File: config.mk
export PLATFORM = sky130hd
export DESIGN_NAME = phase_sequencer
export DESIGN_NICKNAME = d
export VERILOG_FILES = /design/src/rtl/phase_pkg.sv /design/src/rtl/wait_timer.sv /design/src/rtl/phase_sequencer.sv
export SDC_FILE = /design/constraint.sdc
export NUM_CORES = 1
export LEC_CHECK = 0
export ABC_AREA = 1
export CORE_MARGIN = 4
export CORE_UTILIZATION = 45
export CTS_CLUSTER_DIAMETER = 40
export DETAILED_ROUTE_END_ITERATION = 16
export HOLD_SLACK_MARGIN = 0.03
export PLACE_DENSITY_LB_ADDON = 0.2
export SYNTH_ARGS = -nofsm -noshare
export SYNTH_HDL_FRONTEND = slang
export SYNTH_SLANG_ARGS = --single-unit
File: constraint.sdc
create_clock -name clk -period 1.65 [get_ports clk]
set_clock_uncertainty 0.15 [all_clocks]
set_input_delay 0.165 -clock clk [delete_from_list [all_inputs] [get_ports clk]]
set_output_delay 0.165 -clock clk [all_outputs]
set_load 0.02 [all_outputs]
File: src/rtl/phase_pkg.sv
// Shared phase_sequencer types: FSM state encoding and
// phase strobe indices used by the datapath stages.
package phase_pkg;

  typedef enum logic [2:0] {
    S_IDLE = 3'd0,
    S_F    = 3'd1,
    S_R    = 3'd2,
    S_X    = 3'd3,
    S_M    = 3'd4,
    S_W    = 3'd5,
    S_HALT = 3'd6
  } state_t;

  localparam int PH_F   = 0;
  localparam int PH_R   = 1;
  localparam int PH_X   = 2;
  localparam int PH_M   = 3;
  localparam int PH_W   = 4;
  localparam int NUM_PH = 5;

endpackage

File: src/rtl/wait_timer.sv
// Wait-state counter with synchronous clear and terminal flag.
// Ports: i_clk, i_rst, i_clr, i_inc in; o_term out (count == WAIT_MAX-1).
module wait_timer #(
  parameter int WAIT_MAX = 255
) (
  input  logic i_clk,
  input  logic i_rst,
  input  logic i_clr,
  input  logic i_inc,
  output logic o_term
);

  localparam int W = (WAIT_MAX > 1) ? $clog2(WAIT_MAX) : 1;
  localparam logic [W-1:0] TERM_V = W'(WAIT_MAX - 1);

  logic [W-1:0] r_cnt;

  // Never counts past TERM_V: a not-ready cycle at the
  // terminal value forces a state change, which clears.
  always_ff @(posedge i_clk) begin
    if (i_rst || i_clr) begin
      r_cnt <= '0;
    end else if (i_inc) begin
      r_cnt <= r_cnt + W'(1);
    end
  end

  assign o_term = (r_cnt == TERM_V);

endmodule

File: src/rtl/phase_sequencer.sv
// Per-instruction phase strobe generator (F,R,X,M,W) with wait states,
// halt, timeout error and cycle/instruction counters.
// Ports: clk, rst, run, imem_ready, dmem_ready, mem_op, hlt_req in;
//        phase_f/r/x/m/w, hlt, err, cycle_cnt, instr_cnt out.
// Build option: PHASE_SKIP_MEM_EN skips M for non-memory instructions.
module phase_sequencer
  import phase_pkg::*;
#(
  parameter int CNT_W    = 32,
  parameter int WAIT_MAX = 255
) (
  input  logic             clk,
  input  logic             rst,
  input  logic             run,
  input  logic             imem_ready,
  input  logic             dmem_ready,
  input  logic             mem_op,
  input  logic             hlt_req,
  output logic             phase_f,
  output logic             phase_r,
  output logic             phase_x,
  output logic             phase_m,
  output logic             phase_w,
  output logic             hlt,
  output logic             err,
  output logic [CNT_W-1:0] cycle_cnt,
  output logic [CNT_W-1:0] instr_cnt
);

  state_t r_state;
  state_t w_next;

  logic [NUM_PH-1:0] w_ph;
  logic              w_wait;
  logic              w_term;
  logic              w_tout;
  logic              w_active;
  logic              r_err;
  logic [CNT_W-1:0]  r_cyc;
  logic [CNT_W-1:0]  r_ins;

  wait_timer #(
    .WAIT_MAX(WAIT_MAX)
  ) u_wait (
    .i_clk (clk),
    .i_rst (rst),
    .i_clr (w_next != r_state),
    .i_inc (w_wait),
    .o_term(w_term)
  );

  always_comb begin
    w_next = r_state;
    w_ph   = '0;
    w_wait = 1'b0;
    w_tout = 1'b0;
    unique case (r_state)
      S_IDLE: begin
        if (run) w_next = S_F;
      end
      S_F: begin
        if (imem_ready) begin
          w_next     = S_R;
          w_ph[PH_F] = 1'b1;
        end else begin
          w_wait = 1'b1;
          if (w_term) begin
            w_next = S_HALT;
            w_tout = 1'b1;
          end
        end
      end
      S_R: begin
        w_next     = S_X;
        w_ph[PH_R] = 1'b1;
      end
      S_X: begin
        w_ph[PH_X] = 1'b1;
`ifdef PHASE_SKIP_MEM_EN
        w_next = mem_op ? S_M : S_W;
`else
        w_next = S_M;
`endif
      end
      S_M: begin
        if (!mem_op || dmem_ready) begin
          w_next     = S_W;
          w_ph[PH_M] = 1'b1;
        end else begin
          w_wait = 1'b1;
          if (w_term) begin
            w_next = S_HALT;
            w_tout = 1'b1;
          end
        end
      end
      S_W: begin
        w_ph[PH_W] = 1'b1;
        w_next     = hlt_req ? S_HALT : S_F;
      end
      S_HALT: begin
        w_next = S_HALT;
      end
      default: begin
        w_next = S_IDLE;
      end
    endcase
  end

  assign w_active = (r_state == S_F) || (r_state == S_R) ||
                    (r_state == S_X) || (r_state == S_M) ||
                    (r_state == S_W);

  always_ff @(posedge clk) begin
    if (rst) begin
      r_state <= S_IDLE;
      r_err   <= 1'b0;
      r_cyc   <= '0;
      r_ins   <= '0;
    end else begin
      r_state <= w_next;
      if (w_tout) r_err <= 1'b1;
      if (w_active) r_cyc <= r_cyc + CNT_W'(1);
      if (r_state == S_W) r_ins <= r_ins + CNT_W'(1);
    end
  end

  assign phase_f   = w_ph[PH_F];
  assign phase_r   = w_ph[PH_R];
  assign phase_x   = w_ph[PH_X];
  assign phase_m   = w_ph[PH_M];
  assign phase_w   = w_ph[PH_W];
  assign hlt       = (r_state == S_HALT);
  assign err       = r_err;
  assign cycle_cnt = r_cyc;
  assign instr_cnt = r_ins;

endmodule
[After elaboration in Yosys (flattened, before gate mapping)]
Cells that the tools add are included.
W data, S select, Z words.
Storage, ports and cells
  flip-flop bits (word level): 76
  logic and storage cells: 44
Cells by class
  add/subtract/negate cells: 3
  equality and inequality tests: 8
  muxes and demuxes: 20
  reductions and logical operators: 8
Operator list (count)
  $add A32 B1 Y32 const B: 2
  $pmux W3 S7: 1
  $mux W3: 5
  $mux W1: 12
  $eq A3 B3 Y1 const B: 3
  $add A8 B1 Y8 const B: 1
  $eq A8 B8 Y1 const B: 1
  $eq A3 B2 Y1 const B: 2
  $logic_or A1 B1 Y1: 6
  $pmux W1 S2: 2
  $eq A3 B1 Y1 const B: 1
  $logic_not A3 Y1: 1
  $ne A3 B3 Y1: 1
  $logic_not A1 Y1: 1

[Logic depth before layout (Yosys ltp)]
  word-level depth: 6
  mapped depth: 11
  gate-level depth less buffers: 11

[Cells and area by module]
A second synthesis with hierarchy kept.
Second synthesis, totals
  cells, all modules: 661
  area, all modules: 4277.9 µm²
Modules (own cells, without submodules)
  phase_sequencer: instances 1, cells each 607, area an instance 3895.0 µm², sequential area each 1361.3 µm²
  wait_timer: instances 1, cells each 54, area an instance 382.9 µm², sequential area each 160.2 µm²

[Worst setup path before layout]
OpenSTA, ideal clock, no wires.
  kind: reg-to-reg
  start point: register r_ins[1] (netlist: instr_cnt[1])
  end point: register r_ins[18] (netlist: instr_cnt[18])
  setup time: 0.113 ns
  data arrival time: 1.510 ns
  data required time: 1.387 ns
  setup slack: -0.123 ns
  cell stages (with the launch flop): 11
  buffers on the path: 0
  period minus slack after synthesis: 1.773 ns
  cell sequence: dfxtp_1 -> ha_1 -> nand3_1 -> nor2_2 -> nand2_2 -> nor2_8 -> nand2_4 -> nor2_2 -> nand2_1 -> nand2_1 -> nor2_1
On the way
  word-level cells in the longest chain between the ends: 1
Ends and longest elaborated chain
  start, declared: RTL line phase_sequencer.sv:40  | logic [CNT_W-1:0] r_ins;
  start signal, assigned: RTL line phase_sequencer.sv:124  | if (r_state == S_W) r_ins <= r_ins + CNT_W'(1);
  $add A32 B1 Y32: RTL line phase_sequencer.sv:124
Every way passes these cells.
A chain may end at the register's enable or synchronous reset.

[Final worst setup path]
  start point: register r_cyc[0] (netlist: cycle_cnt[0])
  end point: register r_cyc[26] (netlist: cycle_cnt[26])
On the way
  word-level cells in the longest chain between the ends: 1
Ends and longest elaborated chain
  start, declared: RTL line phase_sequencer.sv:39  | logic [CNT_W-1:0] r_cyc;
  start signal, assigned: RTL line phase_sequencer.sv:123  | if (w_active) r_cyc <= r_cyc + CNT_W'(1);
  $add A32 B1 Y32: RTL line phase_sequencer.sv:123
Every way passes these cells.

==> reports/metrics.cfg <==
[global_route]
antenna_found_initial=0
gr-total-overflow=0
grt_pass1_vias=4528
grt.total_usage=0.2169
grt_max_degree=28
grt_pass1_wl_um=20420

[layout]
layout-drive-gt1-share=0.2309
syn_to_final_growth_pct=41.86
nets=859
most-common-layout-cells=193 x nand2_1, 119 x nor2_1, 79 x inv_1
antenna_cells=0
final_common_cell=nand2_1
n_fill_cell=898

[clock_network]
cts-root-buf=clkbuf_8
htree_levels=3
cts_sinks=76
clock_latency_ns=0.35
clk_path_buf_depth=2
holdBufCountCts=0
cts_made_buffers=9
cts_tree=yes
clkSlewWorstSetupHoldPaths_ns=0.08

[worst_setup_path]
startpoint_type=register
cp_top_family=simple AND/OR/NAND/NOR gates
crit_buf_inv=1
worstPathArrival_ns=1.76
cp-end-kind=register
cp.required_ns=1.75
critical_path_class=register to register
crit_path_top_delay_cell=dfxtp_4
worstPathMaxFanout=4
max_stage_delay_ns=0.37
cp_cell_sequence=ha_4 -> nand3_2 -> nor2_1 -> buf_4 -> nand4_1 -> nor2_2 -> nand3_1 -> nand2_1 -> nor2_1
critPathMostFrequentCell=nor2_1

[timing]
setup_viol=3
worst_slack_ns=-0.01547
rsz0062_at_grt=yes
maxSlewHeadroom=0.8078
finalHoldViolCount=0
min_period_ns=1.665
slew_violations=0
period_share=1.009
worst_pin_slew_ns=0.2857
clock.fmax_ghz=0.6004
fin_hold_ws_ns=0.3191

[route]
vias=4784
wire_per_inst_um=12.66
drcViolationCount=0
viasPerCell=4.872
ant_nets=0
routed_wl_um=12430
dr.first_iter.drc_count=261
firstDrtPassIters=6

[worst_hold_path]
hold_class=register to register

[synth]
syn_avg_cell_area_um2=6.305
yosysWarnings=0
synth_edf_count=0
syn_area_mm2=0.004382
ys_ff_latch=76
syn_nets=706
syn_inst=695
synth_cell_type_count=34
async_flop_share=0
yosys_most_used_dff=dfxtp_1
yosysSeqAreaShare=0.3472

[die]
fp.dieH_um=106.7
rows=35
die-width_um=106.7
start_util=0.4676
die-area_mm2=0.01138
coreArea_mm2=0.009371
io_pins=78

[placement]
portBuffers=77
gp_congestion=0.8802
hpwl_um=8984

[status]
outcome=finished with violations
violations=setup timing

[pwr]
peakVddDrop_mv=0.4540
p_leak_nw=2.879
total_power_mw=4.693
powerDensity_mw_per_mm2=755.0

[run]
drv_cap=0

==> cells in the mapped netlist, drive strengths merged, types with 5 or more instances <==
cell    instances  area share
dfxtp          76        0.35
xor2            5       0.010
buf             6       0.011
nand2         210        0.19
nand4           8       0.022
inv            86       0.075
a21oi          44       0.050
nand3          49       0.063
o21ai          24       0.028
nor3            9       0.010
nor2          156        0.16
clkbuf          6      0.0051
==> worst paths after layout <==
kind / endpoint / start / cells past startpoint / slack (ns)
worst min register to register: cycle_cnt[3] / cycle_cnt[3] / 1 / 0.32
worst max-delay path: cycle_cnt[26] / cycle_cnt[0] / 9 / -0.02
worst max register to register: cycle_cnt[26] / cycle_cnt[0] / 9 / -0.02
worst min-delay path: cycle_cnt[3] / cycle_cnt[3] / 1 / 0.32
==> state kept, by name, summed over array words and instances (netlist names) <==
register,count
cycle_cnt,32
err,1
instr_cnt,32
r_state,3
u_wait.r_cnt,8
==> power breakdown <==
part | switching, mW | internal (mW) | total (mW)
Sequential | 0.0831 | 1.90 | 1.98
Clock | 0.700 | 0.887 | 1.59
Combinational | 0.617 | 0.509 | 1.13
Total | 1.40 | 3.29 | 4.69
==> metal layers <==
layer,track usage,part of all wire
met4,0.05571,0.012
met2,0.3620,0.48
met1,0.2848,0.45
met5,0,0
met3,0.04696,0.059
==> through the flow <==
| stage | util | cell area [um^2] | setup slack (ns) | cells | setup TNS (ns) |
|---|---|---|---|---|---|
| 3_3_place_gp | 0.6139 | 5753 | -0.1428 | 954 | -2.489 |
| 3_5_place_dp | 0.6139 | 5753 | -0.2078 | 954 | -4.714 |
| 5_1_grt | 0.6633 | 6216 | -0.1193 | 982 | -1.633 |
| 2_1_floorplan | - | 4392 | 0.0004532 | 695 | 0 |
| 4_1_cts | 0.6359 | 5959 | -0.004892 | 971 | -0.005726 |
| 6_report | 0.6633 | 6216 | -0.01547 | 982 | -0.03341 |
==> cell type report <==
cell class	instances	area (um^2)	share of cell area
Clock inverter	5	75.07	0.01208
Clock buffer	11	141.4	0.02275
Sequential cell	76	1554	0.2500
Timing Repair Buffer	153	1279	0.2057
Multi-Input combinational cell	522	2678	0.4308
Inverter	86	327.8	0.05274
Tap cell	129	161.4	0.02597
==> what timing repair did <==
item,4_1_cts,5_1_grt
cloned,0,1
pin swaps,4,15
setup endpoints to repair,110,58
setup buffers,1,10
gates resized for setup,93,73
==> cells by family after synthesis <==
group,Yosys count,synth area share
simple gates,436,0.4480
xor+xnor,7,0.01399
fa+ha+maj,4,0.01142
flops,76,0.3472
compound gates,74,0.08824
buf+inv,98,0.09109
No activity file was read; power rests on OpenSTA's default activity.
